**config.mk**
```make
export PLATFORM = sky130hd
export DESIGN_NAME = traffic_light_monitor
export DESIGN_NICKNAME = d
export VERILOG_FILES = /design/src/rtl/traffic_pkg.sv /design/src/rtl/lamp_seq_checker.sv /design/src/rtl/traffic_light_monitor.sv
export SDC_FILE = /design/constraint.sdc
export NUM_CORES = 1
export LEC_CHECK = 0
export CORE_AREA = 2 2 117 147
export DETAILED_ROUTE_END_ITERATION = 7
export DIE_AREA = 0 0 119 149
export HOLD_SLACK_MARGIN = 0.06
export PLACE_DENSITY_LB_ADDON = 0.1
export SETUP_SLACK_MARGIN = 0.15
export SYNTH_ARGS = -nofsm -noshare
export SYNTH_HDL_FRONTEND = slang
export SYNTH_SLANG_ARGS = --single-unit
```
**constraint.sdc**
```tcl
create_clock -name clk -period 21.7 [get_ports clk]
set_clock_uncertainty 0.2 [all_clocks]
set_input_delay 2.17 -clock clk [delete_from_list [all_inputs] [get_ports clk]]
set_output_delay 2.17 -clock clk [all_outputs]
set_load 0.02 [all_outputs]
```
**src/rtl/traffic_pkg.sv**
```systemverilog
// traffic_pkg: lamp encoding, fault codes and lamp-index helpers shared by the traffic light
// monitor and its per-lamp sequence checkers.
package traffic_pkg;

    localparam logic [2:0] LAMP_RED   = 3'b100;
    localparam logic [2:0] LAMP_AMBER = 3'b010;
    localparam logic [2:0] LAMP_GREEN = 3'b001;

    localparam int unsigned NUM_LAMPS     = 16;
    localparam int unsigned LAMPS_PER_GRP = 4;
    localparam int unsigned IDX_F1        = 0;
    localparam int unsigned IDX_R1        = 4;
    localparam int unsigned IDX_L1        = 8;
    localparam int unsigned IDX_C1        = 12;

    localparam int unsigned GRP_F = IDX_F1 / LAMPS_PER_GRP;
    localparam int unsigned GRP_L = IDX_L1 / LAMPS_PER_GRP;
    localparam int unsigned GRP_C = IDX_C1 / LAMPS_PER_GRP;

    typedef enum logic [2:0] {
        FcNone       = 3'd0,
        FcIllegal    = 3'd1,
        FcConflict   = 3'd2,
        FcSkipAmber  = 3'd3,
        FcShortAmber = 3'd4,
        FcAmberGreen = 3'd5
    } fault_code_t;

    function automatic logic lamp_legal(input logic [2:0] v);
        return (v == LAMP_RED) || (v == LAMP_AMBER) || (v == LAMP_GREEN);
    endfunction

    // Approaches are numbered 0..3 (1..4 externally); 1<->3 and 2<->4 face each other.
    function automatic int unsigned opposing_approach(input int unsigned appr);
        return (appr + 2) % LAMPS_PER_GRP;
    endfunction

    // True when lamps a and b may never be green together.
    function automatic logic lamps_conflict(input int unsigned a, input int unsigned b);
        int unsigned grp_a;
        int unsigned grp_b;
        int unsigned app_a;
        int unsigned app_b;
        logic        veh_a;
        logic        veh_b;
        logic        res;
        grp_a = a / LAMPS_PER_GRP;
        grp_b = b / LAMPS_PER_GRP;
        app_a = a % LAMPS_PER_GRP;
        app_b = b % LAMPS_PER_GRP;
        veh_a = (grp_a != GRP_C);
        veh_b = (grp_b != GRP_C);
        res   = 1'b0;
        if (veh_a && veh_b && ((app_a % 2) != (app_b % 2))) res = 1'b1;
        if (grp_a == GRP_L && grp_b == GRP_F && opposing_approach(app_a) == app_b) res = 1'b1;
        if (grp_b == GRP_L && grp_a == GRP_F && opposing_approach(app_b) == app_a) res = 1'b1;
        if (veh_a != veh_b) res = 1'b1;
        return res;
    endfunction

endpackage

```
**src/rtl/lamp_seq_checker.sv**
```systemverilog
// lamp_seq_checker: amber-duration counter and green/amber/red sequence check for one lamp.
module lamp_seq_checker
    import traffic_pkg::*;
#(
    parameter int unsigned MIN_AMBER = 3
) (
    input  logic        clk,
    input  logic        rst,
    input  logic [2:0]  i_cur,
    input  logic [2:0]  i_prv,
    input  logic        i_prv_valid,
    output fault_code_t o_code
);

    localparam int unsigned    CW      = $clog2(MIN_AMBER + 1);
    localparam logic [CW-1:0]  CNT_MAX = CW'(MIN_AMBER);

    // After each edge r_cnt holds the consecutive-amber run ending at i_prv.
    logic [CW-1:0] r_cnt;
    logic [CW-1:0] w_cnt_d;

    always_comb begin
        w_cnt_d = '0;
        if (i_cur == LAMP_AMBER) begin
            w_cnt_d = (r_cnt == CNT_MAX) ? r_cnt : r_cnt + 1'b1;
        end
    end

    always_ff @(posedge clk or negedge rst) begin
        if (!rst) begin
            r_cnt <= '0;
        end else begin
            r_cnt <= w_cnt_d;
        end
    end

    always_comb begin
        o_code = FcNone;
        if (i_prv_valid) begin
            if (i_prv == LAMP_GREEN && i_cur == LAMP_RED) begin
                o_code = FcSkipAmber;
            end else if (i_prv == LAMP_AMBER && i_cur == LAMP_GREEN) begin
                o_code = FcAmberGreen;
            end else if (i_prv == LAMP_AMBER && i_cur == LAMP_RED && r_cnt < CNT_MAX) begin
                o_code = FcShortAmber;
            end
        end
    end

endmodule

```
**src/rtl/traffic_light_monitor.sv**
```systemverilog
// traffic_light_monitor: samples the 16 lamp outputs, latches the first safety violation.
// Define TLM_FAULT_COUNT_EN to add the saturating per-cycle violation counter fault_count.
module traffic_light_monitor
    import traffic_pkg::*;
#(
    parameter int unsigned MIN_AMBER = 3
) (
    input  logic        clk,
    input  logic        rst,
    input  logic [2:0]  f1,
    input  logic [2:0]  f2,
    input  logic [2:0]  f3,
    input  logic [2:0]  f4,
    input  logic [2:0]  r1,
    input  logic [2:0]  r2,
    input  logic [2:0]  r3,
    input  logic [2:0]  r4,
    input  logic [2:0]  l1,
    input  logic [2:0]  l2,
    input  logic [2:0]  l3,
    input  logic [2:0]  l4,
    input  logic [2:0]  c1,
    input  logic [2:0]  c2,
    input  logic [2:0]  c3,
    input  logic [2:0]  c4,
    input  logic        fault_clr,
    output logic        fault,
    output logic [2:0]  fault_code,
    output logic [3:0]  fault_lamp,
    output logic        flash_req
`ifdef TLM_FAULT_COUNT_EN
    ,
    output logic [15:0] fault_count
`endif
);

    logic [NUM_LAMPS-1:0][2:0] w_lamp_in;
    logic [NUM_LAMPS-1:0][2:0] r_cur;
    logic [NUM_LAMPS-1:0][2:0] r_prv;
    logic                      r_sampled;
    logic                      r_prv_valid;
    logic                      r_fault;
    fault_code_t               r_fault_code;
    logic [3:0]                r_fault_lamp;

    logic [NUM_LAMPS-1:0]      w_green;
    logic [NUM_LAMPS-1:0]      w_illegal;
    logic [NUM_LAMPS-1:0]      w_conf_low;
    fault_code_t               w_seq_code  [NUM_LAMPS];
    fault_code_t               w_lamp_code [NUM_LAMPS];
    fault_code_t               w_det_code;
    logic [3:0]                w_det_lamp;

    assign w_lamp_in = {c4, c3, c2, c1, l4, l3, l2, l1, r4, r3, r2, r1, f4, f3, f2, f1};

    // r_prv only holds a real sample once two edges have passed since reset.
    always_ff @(posedge clk or negedge rst) begin
        if (!rst) begin
            r_cur       <= {NUM_LAMPS{LAMP_RED}};
            r_prv       <= {NUM_LAMPS{LAMP_RED}};
            r_sampled   <= 1'b0;
            r_prv_valid <= 1'b0;
        end else begin
            r_cur       <= w_lamp_in;
            r_prv       <= r_cur;
            r_sampled   <= 1'b1;
            r_prv_valid <= r_sampled;
        end
    end

    for (genvar g = 0; g < NUM_LAMPS; g++) begin : g_lamp
        lamp_seq_checker #(
            .MIN_AMBER (MIN_AMBER)
        ) u_seq_chk (
            .clk         (clk),
            .rst         (rst),
            .i_cur       (r_cur[g]),
            .i_prv       (r_prv[g]),
            .i_prv_valid (r_prv_valid),
            .o_code      (w_seq_code[g])
        );
    end

    always_comb begin
        w_green     = '0;
        w_illegal   = '0;
        w_conf_low  = '0;
        w_lamp_code = '{default: FcNone};
        w_det_code  = FcNone;
        w_det_lamp  = '0;
        for (int unsigned i = 0; i < NUM_LAMPS; i++) begin
            w_green[i]   = (r_cur[i] == LAMP_GREEN);
            w_illegal[i] = !lamp_legal(r_cur[i]);
        end
        // Flag only the lower index of each conflicting pair.
        for (int unsigned i = 0; i < NUM_LAMPS; i++) begin
            for (int unsigned j = i + 1; j < NUM_LAMPS; j++) begin
                if (w_green[i] && w_green[j] && lamps_conflict(i, j)) w_conf_low[i] = 1'b1;
            end
        end
        for (int unsigned i = 0; i < NUM_LAMPS; i++) begin
            w_lamp_code[i] = w_illegal[i]  ? FcIllegal  :
                             w_conf_low[i] ? FcConflict : w_seq_code[i];
        end
        // Descending scan with <= leaves the lowest code, ties broken by lowest index.
        for (int i = int'(NUM_LAMPS) - 1; i >= 0; i--) begin
            if (w_lamp_code[i] != FcNone &&
                (w_det_code == FcNone || w_lamp_code[i] <= w_det_code)) begin
                w_det_code = w_lamp_code[i];
                w_det_lamp = 4'(i);
            end
        end
    end

    always_ff @(posedge clk or negedge rst) begin
        if (!rst) begin
            r_fault      <= 1'b0;
            r_fault_code <= FcNone;
            r_fault_lamp <= '0;
        end else if (w_det_code != FcNone && (!r_fault || fault_clr)) begin
            r_fault      <= 1'b1;
            r_fault_code <= w_det_code;
            r_fault_lamp <= w_det_lamp;
        end else if (fault_clr) begin
            r_fault      <= 1'b0;
            r_fault_code <= FcNone;
            r_fault_lamp <= '0;
        end
    end

    assign fault      = r_fault;
    assign fault_code = r_fault_code;
    assign fault_lamp = r_fault_lamp;
    assign flash_req  = r_fault;

`ifdef TLM_FAULT_COUNT_EN
    logic [15:0] r_fault_count;

    always_ff @(posedge clk or negedge rst) begin
        if (!rst) begin
            r_fault_count <= '0;
        end else if (w_det_code != FcNone && r_fault_count != 16'hFFFF) begin
            r_fault_count <= r_fault_count + 16'd1;
        end
    end

    assign fault_count = r_fault_count;
`endif

endmodule

```
==> impl_results.md, run 1 <==
* Overflow after GRT at 0
* R2r setup slk at 0.89 ns
* Via count at 7,495
* Syn nets at 1,036
* Largest net degree at the start of global routing at 88
* R2R Path Start: r_cur[43]
* Tmin final at 20.81 ns
* Antenna Diode Count at 0
* Post-synth EDFFs at 0
* Critical Path Most Common Cell: o21ai_1
* Clk_lat worst skew at 0.42 ns
* Commonest cells post-synth: dfrtp_1 (106), nor2_1 (105), ha_1 (61), inv_1 (61), o21ai_0 (60)
* Slowest library cell on the worst path: dfrtp_1
* Syn Area/Cell at 9.41 um^2
* R2r endpoint: fault_code[1]
* DRC viols at 0
* PwrDens at 73.2 nW/um^2
* Combinational power share at 0.303
* Slew @ Worst Pin at 1.04 ns
* Final Cycle Share at 0.959
* Die Width at 119 um
* Starting Density at 0.526
* # hold bufs at CTS at 0
* Area contributors post-synth: dfrtp_1 (31%), dfstp_2 (9.7%), ha_1 (8.8%)
* Max-cap violations at 0
* DRT Pass-1 Iters at 5
* CTS H-tree lvls at 4
* Sw Share at 0.306
* Top Ports at 60
* Row count at 53
* DRT iter0 DRCs at 442
* Clock Tree Root: clkbuf_16
* CTS clock-pin slew for the worst setup and hold paths at 0.06 ns
* Sequential area share after synthesis at 0.402
* Initial antenna violation count at 0
* Core Util, Final at 0.684
* Library cells used by synthesis at 91
* Vias in the first global route at 7,171
* Power share of the sequential group at 0.345
* Routability-driven placement congestion ratio at 0.955
* Peak fanout along the critical path at 6
* Area grow syn2layout at 30.0%
* CTS tree: done
* Max stage delay on crit path at 0.39 ns
* Max Root-Sink Buffers at 2
* Layout cells sized above 1 at 0.254
* Total CTS buffers at 17
* Post-synthesis cell area at 8690 um^2
* Total clock sinks at 138
* Number of port buffers at 59
* Hold path depth at 0
* Most frequent cell after synthesis: dfrtp_1
* Min-Delay Path Class: reg -> reg
* Total Wirelength at 21,100 um
* Final setup fails at 0
* Full die area at 17,700 um^2
* Crit path kind: reg -> reg
* Top cell type's share of synthesized area at 0.305
* Switching power at 0.253 mW
* Wire length of the first global-routing pass at 32,900 um
* Mapped Cells at 924
* Nets at 1,200
* Core Area at 16,500 um^2
* Hold Path Origin: r_sampled
* Fin. Hold Viols at 0
* Static Leak at 4.95 nW
* Final Max Tran Viols at 0
* CP Data Required Time at 21.80 ns
* Routed len/inst at 16.0 um
* Routed vias/inst at 5.67
* CP Capture Type: flip-flop
* Post-DP HPWL at 14,400 um
* Seq cells post-synth at 138
* ANT nets after route at 0
* Setup_tns at 0 ns
* Total GRT Usage at 0.229
* Startpoint Class: flip-flop
* Clock power share at 0.352
* Final hold slack at 0.151 ns
* Chip height at 149 um
* Slew HR at 0.305
* Fmax at 48.0 MHz
* Worst setup margin at 0.886 ns
* Int Pwr at 0.574 mW
* Ys async rst share at 1.00
* Setup WS pre-CTS at -0.523 ns
* Worst r2r path cells at 122
* Yosys warning count at 0
* Status: complete, no violations
* Peak supply drop at 0.0541 mV
* Synth area leader: dfrtp_1
* Arr. time, crit path at 20.92 ns
* Hold path endpoint: r_prv_valid
* Top FF cell, synth: dfrtp_1
* Pwr Total at 0.827 mW
[cell type report]
class / instances / area, um^2
Fill cell: 1294 / 5210
Sequential cell: 138 / 3490
Clock inverter: 10 / 116
Tap cell: 220 / 275
Multi-Input combinational cell: 715 / 5400
Timing Repair Buffer: 148 / 1280
Inverter: 68 / 255
Clock buffer: 22 / 484
[power groups by stage]
stage | Combinational [mW] | Sequential (mW) | Clock, mW
2_1_floorplan | 0.120 | 0.290 | 0
4_1_cts | 0.194 | 0.285 | 0.298
3_3_place_gp | 0.186 | 0.289 | 0
5_1_grt | 0.273 | 0.287 | 0.308
3_5_place_dp | 0.187 | 0.289 | 0
6_report | 0.251 | 0.285 | 0.291
[logic make-up after synthesis]
| group | count (synthesis) | share of synthesized area |
|---|---|---|
| compound gates | 243 | 0.202 |
| simple gates | 372 | 0.235 |
| fa+ha+maj | 61 | 0.0878 |
| buf+inv | 71 | 0.0311 |
| other cells | 1 | 0.000431 |
| flops | 138 | 0.402 |
| xor+xnor | 17 | 0.0171 |
| mux | 21 | 0.0243 |
[registers in the layout, indices dropped and copies added, names as in the netlist]
| signal | cells |
|---|---|
| r_prv | 48 |
| fault | 1 |
| r_prv_valid | 1 |
| r_cur | 48 |
| g_lamp.u_seq_chk.r_cnt | 32 |
| fault_code | 3 |
| fault_lamp | 4 |
| r_sampled | 1 |
[through the flow]
| step | cell area (um^2) | cells |
|---|---|---|
| 6_report | 11300 | 1321 |
| 3_3_place_gp | 9820 | 1236 |
| 3_5_place_dp | 9820 | 1236 |
| 2_1_floorplan | 8690 | 924 |
| 5_1_grt | 11300 | 1321 |
| 4_1_cts | 10500 | 1273 |
[layer usage]
layer  up-vias  global-route usage  part of all wire
li1       3689                   -                 -
met1      3618               0.272              0.41
met2       158               0.418              0.53
met3        30              0.0401             0.032
met4         0              0.0726             0.020
met5         -                   0                 0
[worst max-delay path by stage]
| stage | depth (start not counted) | startpoint | endpoint |
|---|---|---|---|
| 6_report | 122 | r_cur[43] | fault_code[1] |
| 5_1_grt | 124 | r_cur[43] | fault_code[1] |
| 4_1_cts | 122 | r_cur[43] | fault_lamp[3] |
| 3_5_place_dp | 121 | r_prv_valid | fault_lamp[3] |
| 3_3_place_gp | 120 | r_prv_valid | fault_lamp[3] |
| 2_1_floorplan | 121 | r_cur[43] | fault_code[1] |
[placed cells by master (no fill, tap or decap), types with 32 or more instances in the layout]
master,synthesis,routed
clkdlybuf4s50_1,0,58
buf_4,1,87
dfrtp_1,106,106
o21ai_0,60,36
inv_1,61,56
nand2_1,58,55
a21oi_1,43,42
dfstp_2,32,32
ha_1,61,52
nor2_1,105,97
[what timing repair did]
action / in CTS / in global routing
setup buffers: 5 / 48
resized for setup: 14 / 102
pin swaps: 7 / 76
endpoints found under the setup margin: 7 / 8
[worst max-delay path, delay by kind of cell (launching register included)]
family,cells,cell delay (ns)
adder cells (fa/ha/maj),15,3.57
AND/OR/NAND/NOR,35,5.18
AO/OA/AOI/OAI,54,9.10
flip-flops,1,0.39
multiplexers,2,0.65
buffers and inverters,16,1.61
No activity file was read; power rests on OpenSTA's default activity.
==> inputs of run 2 (changes only) <==
Settings changed: CTS_BUF_LIST from default to sky130_fd_sc_hd__clkbuf_16, SLEW_MARGIN from default to 20.
==> run 2 against run 1 <==
Fmax is 0.71% higher. Core utilization is 1.3 points lower. Global-route usage is 0.19 points lower. Critical endpoint unchanged. Sequential share of layout area is 0.61 points higher. Sequential power hardly changed. Die area stayed put.
==> impl_results.md, run 2 (synthesized netlist as in run 1, its figures left out) <==
* Total GRT Usage at 0.227 (was 0.229)
* CP Data Required Time at 21.80 ns (about the same)
* Final instance area at 11,100 um^2 (was 11,300 um^2)
* Layout cells sized above 1 at 0.231 (was 0.254)
* Most frequent cells in the layout: dfrtp_1 (106), nor2_1 (97), buf_4 (77) (was dfrtp_1 (106), nor2_1 (97), buf_4 (87))
* DP Area at 9820 um^2 (unchanged)
* Nets at 1,189 (was 1,200)
* Total Wirelength at 20,600 um (was 21,100 um)
* Min-Delay Path Class: reg -> reg (unchanged)
* Wire length of the first global-routing pass at 32,700 um (was 32,900 um)
* Die Width at 119 um (unchanged)
* ANT nets after route at 0 (unchanged)
* Largest net degree at the start of global routing at 88 (unchanged)
* Via count at 7,401 (was 7,495)
* Full die area at 17,700 um^2 (unchanged)
* Max Root-Sink Buffers at 2 (unchanged)
* Routed len/inst at 15.7 um (was 16.0 um)
* R2r setup slk at 1.03 ns (was 0.89 ns)
* Post-DP HPWL at 14,400 um (unchanged)
* Slowest library cell on the worst path: o21ai_0 (was dfrtp_1)
* Clock Tree Root: clkbuf_16 (unchanged)
* Worst setup margin at 1.03 ns (was 0.886 ns)
* Max stage delay on crit path at 0.42 ns (was 0.39 ns)
* CTS H-tree lvls at 4 (unchanged)
* # hold bufs at CTS at 0 (unchanged)
* Final Max Tran Viols at 0 (unchanged)
* Static Leak at 4.85 nW (was 4.95 nW)
* Total CTS buffers at 17 (unchanged)
* Slew @ Worst Pin at 1.01 ns (was 1.04 ns)
* CP Capture Type: flip-flop (unchanged)
* Startpoint Class: flip-flop (unchanged)
* DRC viols at 0 (unchanged)
* Area grow syn2layout at 27.5% (was 30.0%)
* PwrDens at 72.1 nW/um^2 (was 73.2 nW/um^2)
* Routed vias/inst at 5.65 (was 5.67)
* Critical Path Most Common Cell: o21ai_1 (unchanged)
* Setup WS pre-CTS at -0.523 ns (unchanged)
* Antenna Diode Count at 0 (unchanged)
* Chip height at 149 um (unchanged)
* Fmax at 48.4 MHz (was 48.0 MHz)
* Regs by FF count: r_cur (48), r_prv (48), g_lamp.u_seq_chk.r_cnt (32) (unchanged)
* Crit path kind: reg -> reg (unchanged)
* Starting Density at 0.526 (unchanged)
* Number of port buffers at 59 (unchanged)
* Commonest non-fill, non-tap cell in the layout: dfrtp_1 (unchanged)
* Post-placement cell count at 1,236 (unchanged)
* Clk_lat worst skew at 0.43 ns (was 0.42 ns)
* Tmin final at 20.67 ns (was 20.81 ns)
* Overflow after GRT at 0 (unchanged)
* Total clock sinks at 138 (unchanged)
* Peak supply drop at 0.0539 mV (was 0.0541 mV)
* CTS clock-pin slew for the worst setup and hold paths at 0.06 ns (about the same)
* Routability-driven placement congestion ratio at 0.955 (unchanged)
* Vias in the first global route at 7,102 (was 7,171)
* Core Area at 16,500 um^2 (unchanged)
* Slew HR at 0.323 (was 0.305)
* Peak fanout along the critical path at 7 (was 6)
* Status: complete, no violations (unchanged)
* Final setup fails at 0 (unchanged)
* Top Ports at 60 (unchanged)
* Fin. Hold Viols at 0 (unchanged)
* Max-cap violations at 0 (unchanged)
* Initial antenna violation count at 0 (unchanged)
* Layout Cells excl Fill at 1,310 (was 1,321)
* Row count at 53 (unchanged)
* CTS tree: done (unchanged)
* DRT iter0 DRCs at 418 (was 442)
* DRT Pass-1 Iters at 5 (unchanged)
* Final Cycle Share at 0.952 (was 0.959)
* Arr. time, crit path at 20.77 ns (was 20.92 ns)
## run 2: changes by cell type in the layout (fill, tap and decap cells not counted), moves of 3 or more
cell / previous run / this run
buf_4: 87 / 77
clkbuf_8: 4 / 0
clkinv_1: 0 / 4
ha_4: 9 / 5
inv_1: 56 / 60
nor2b_1: 31 / 35
ha_1: 52 / 55
inv_2: 12 / 9
nor2b_2: 5 / 2
## run 2: power breakdown
group          total [mW]  internal, mW  switching, mW
clock network       0.276         0.166          0.109
registers           0.285         0.274         0.0116
logic               0.238         0.111          0.127
total               0.799         0.551          0.248
## run 2: cell type report
| cell class | count | area (um^2) |
|---|---|---|
| fill | 1329 | 5430 |
| timing repair buffer | 137 | 1180 |
| sequential | 138 | 3490 |
| inverter | 68 | 255 |
| multi-input combinational | 715 | 5320 |
| tap | 220 | 275 |
| clock inverter | 15 | 135 |
| clock buffer | 17 | 425 |
## run 2: worst paths after layout
| path | startpoint | to | cells past startpoint |
|---|---|---|---|
| min in group asynchronous | rst | r_prv[39] | 1 |
| max in group asynchronous | rst | g_lamp[1].u_seq_chk.r_cnt[0] | 2 |
| worst min-delay path | r_sampled | r_prv_valid | 0 |
| worst min register to register | r_sampled | r_prv_valid | 0 |
| worst max-delay path | g_lamp[15].u_seq_chk.r_cnt[0] | fault_code[1] | 121 |
| worst max register to register | g_lamp[15].u_seq_chk.r_cnt[0] | fault_code[1] | 121 |
## run 2: repair_timing
action                                  in CTS  in global routing
endpoints found under the setup margin       7                  8
buffers inserted                             2                 40
gates resized for setup                     12                 87
pin swaps                                    2                 58
## run 2: critical path: cells and delay by family (launching register included)
kind,cells,cell delay [ns]
DFF,1,0.37
and+or+nand+nor,31,4.21
buffers and inverters,16,1.40
muxes,2,0.62
AOI/OAI and AO/OA,56,9.60
adders and majority gates,16,4.16
## run 2: per-stage QoR
stage	utilization	total power [mW]	hold slack, ns	setup TNS (ns)
6_report	0.671	0.799	0.150	0
4_1_cts	0.632	0.759	0.152	0
3_3_place_gp	0.594	0.475	0.134	-0.401
3_5_place_dp	0.594	0.476	0.141	-3.05
5_1_grt	0.671	0.839	0.163	-1.05
2_1_floorplan	-	0.410	0.131	0
## run 2: layer usage
metal / track usage / up-vias / wire, um
met5: 0 / - / 0
met4: 0.0750 / 0 / 445
met3: 0.0390 / 36 / 614
met2: 0.409 / 140 / 10800
met1: 0.274 / 3567 / 8700
li1: - / 3658 / -
==> inputs of run 3 (changes only) <==
Settings changed: CORE_AREA 2 2 117 147 to 2 2 116 146, DIE_AREA 0 0 119 149 to 0 0 118 148, DONT_BUFFER_PORTS from default to 1.
==> run 3 against run 2 <==
Clock-buffer cell count did not move. Setup slack improved by 0.060 ns. Cell area fell by 3.9%. Global-route usage barely moved. Highest routed layer unchanged. Routed wire length fell by 3.3%. Cell count fell by 4.4%. Register-to-register slack improved by 0.06 ns. Critical path type unchanged. Combinational power fell by 8.8%. Die area fell by 1.5%. Clock power barely moved. Via count fell by 2.9%.
==> impl_results.md, run 3 (synthesized netlist as in run 1, its figures left out) <==
* Final Cycle Share at 0.950 (was 0.952)
* CP Data Required Time at 21.81 ns (was 21.80 ns)
* Min-Delay Path Class: reg -> reg (unchanged)
* Slowest library cell on the worst path: dfrtp_2 (was o21ai_0)
* DRC viols at 0 (unchanged)
* Slew HR at 0.488 (was 0.323)
* DRT iter0 DRCs at 442 (was 418)
* Number of port buffers at 0 (was 59)
* Tmin final at 20.61 ns (was 20.67 ns)
* Vias in the first global route at 6,928 (was 7,102)
* Initial antenna violation count at 0 (unchanged)
* Top Ports at 60 (unchanged)
* Total Wirelength at 19,900 um (was 20,600 um)
* Antenna Diode Count at 0 (unchanged)
* CTS H-tree lvls at 4 (unchanged)
* Via count at 7,185 (was 7,401)
* Routed vias/inst at 5.74 (was 5.65)
* Wire length of the first global-routing pass at 31,900 um (was 32,700 um)
* Setup_tns at 0 ns (unchanged)
* Final Max Tran Viols at 0 (unchanged)
* Max stage delay on crit path at 0.41 ns (was 0.42 ns)
* Fmax at 48.5 MHz (was 48.4 MHz)
* Hold path depth at 0 (unchanged)
* Clk_lat worst skew at 0.43 ns (about the same)
* Hold Path Origin: r_sampled (unchanged)
* Status: complete, no violations (unchanged)
* Die Width at 118 um (was 119 um)
* Layout cells sized above 1 at 0.261 (was 0.231)
* Arr. time, crit path at 20.72 ns (was 20.77 ns)
* CTS tree: done (unchanged)
* Startpoint Class: flip-flop (unchanged)
* Regs by FF count: r_cur (48), r_prv (48), g_lamp.u_seq_chk.r_cnt (32) (unchanged)
* Starting Density at 0.541 (was 0.526)
* Total clock sinks at 138 (unchanged)
* Full die area at 17,500 um^2 (was 17,700 um^2)
* Critical Path Most Common Cell: o21ai_1 (unchanged)
* Max Root-Sink Buffers at 2 (unchanged)
* Most frequent cells in the layout: dfrtp_1 (103), nor2_1 (96), buf_4 (81) (was dfrtp_1 (106), nor2_1 (97), buf_4 (77))
* Final setup fails at 0 (unchanged)
* Static Leak at 4.66 nW (was 4.85 nW)
* Largest net degree at the start of global routing at 139 (was 88)
* Routability-driven placement congestion ratio at 0.889 (was 0.955)
* Row count at 52 (was 53)
* R2R Path Start: r_prv_valid (was g_lamp[15].u_seq_chk.r_cnt[0])
* Clock Tree Root: clkbuf_16 (unchanged)
* Post-placement cell count at 1,175 (was 1,236)
* Total GRT Usage at 0.226 (was 0.227)
* ANT nets after route at 0 (unchanged)
* Slew @ Worst Pin at 0.760 ns (was 1.01 ns)
* Worst r2r path cells at 121 (unchanged)
* CP Capture Type: flip-flop (unchanged)
* Core Area at 16,100 um^2 (was 16,500 um^2)
* Routed len/inst at 15.9 um (was 15.7 um)
* Top Family by Delay on Critical Path: compound AO/OA/AOI/OAI gates (unchanged)
* R2r setup slk at 1.09 ns (was 1.03 ns)
* R2r endpoint: fault_code[1] (unchanged)
* Crit path kind: reg -> reg (unchanged)
* Area grow syn2layout at 22.5% (was 27.5%)
* Hold path endpoint: r_prv_valid (unchanged)
* Nets at 1,135 (was 1,189)
* Peak fanout along the critical path at 6 (was 7)
* PwrDens at 73.3 nW/um^2 (was 72.1 nW/um^2)
* Layout Cells excl Fill at 1,252 (was 1,310)
* CTS clock-pin slew for the worst setup and hold paths at 0.06 ns (about the same)
* Commonest non-fill, non-tap cell in the layout: dfrtp_1 (unchanged)
* Post-DP HPWL at 13,800 um (was 14,400 um)
* DRT Pass-1 Iters at 5 (unchanged)
* Chip height at 148 um (was 149 um)
* Total CTS buffers at 17 (unchanged)
* Fin. Hold Viols at 0 (unchanged)
* Peak supply drop at 0.0626 mV (was 0.0539 mV)
* Max-cap violations at 0 (unchanged)
* Overflow after GRT at 0 (unchanged)
* Worst Path Buf+Inv at 17 (was 16)
==> run 3: what timing repair did <==
action,in CTS,in global routing
hold buffers,0,0
hold endpoints to repair,0,0
endpoints found under the setup margin,7,8
gates resized for setup,7,112
buffers inserted,0,45
pin swaps,0,70
==> run 3: worst max-delay path by stage <==
stage,from,to,depth (start not counted)
after global placement,r_cur[43],fault_lamp[3],119
after global routing,r_prv_valid,fault_code[1],123
after floorplan,r_cur[43],fault_code[1],121
after CTS,r_cur[43],fault_lamp[3],123
after detailed placement,r_cur[43],fault_lamp[3],120
final,r_prv_valid,fault_code[1],121
==> run 3: worst register-to-register path, delay by kind of cell, from the launching register on <==
family | cells | cell delay (ns)
compound gates | 51 | 8.92
simple gates | 36 | 5.07
fa+ha+maj | 15 | 3.69
buf+inv | 17 | 1.55
mux | 2 | 0.66
flops | 1 | 0.41
==> run 3: metal layers <==
layer / GRT usage / routed length (um) / vias up
met4: 0.0970 / 588 / 0
li1: - / - / 3552
met5: 0 / 0 / -
met1: 0.266 / 8310 / 3466
met3: 0.0517 / 780 / 40
met2: 0.397 / 10200 / 127
==> run 3: metrics by stage <==
| step | total power [mW] | hold WS, ns | instance area [um^2] | util | setup WS [ns] |
|---|---|---|---|---|---|
| global placement | 0.457 | 0.132 | 9230 | 0.575 | 0.228 |
| global route | 0.820 | 0.174 | 10600 | 0.662 | -0.226 |
| detailed placement | 0.459 | 0.136 | 9230 | 0.575 | -0.0571 |
| floorplan | 0.410 | 0.131 | 8690 | - | 0.163 |
| CTS | 0.736 | 0.150 | 9800 | 0.610 | 0.188 |
| finish | 0.780 | 0.147 | 10600 | 0.662 | 1.09 |
==> run 3: where the power goes <==
part / total (mW) / internal, mW / switching, mW / leakage, nW
clock: 0.273 / 0.165 / 0.108 / 0.277
sequential: 0.290 / 0.274 / 0.0165 / 1.64
combinational: 0.217 / 0.102 / 0.115 / 2.74
total: 0.780 / 0.540 / 0.239 / 4.66
==> run 3: layout make-up <==
type	count	area [um^2]
Fill cell	1286	5420
Clock inverter	15	120
Inverter	68	255
Timing Repair Buffer	83	631
Multi-Input combinational cell	715	5450
Tap cell	216	270
Clock buffer	17	425
Sequential cell	138	3500
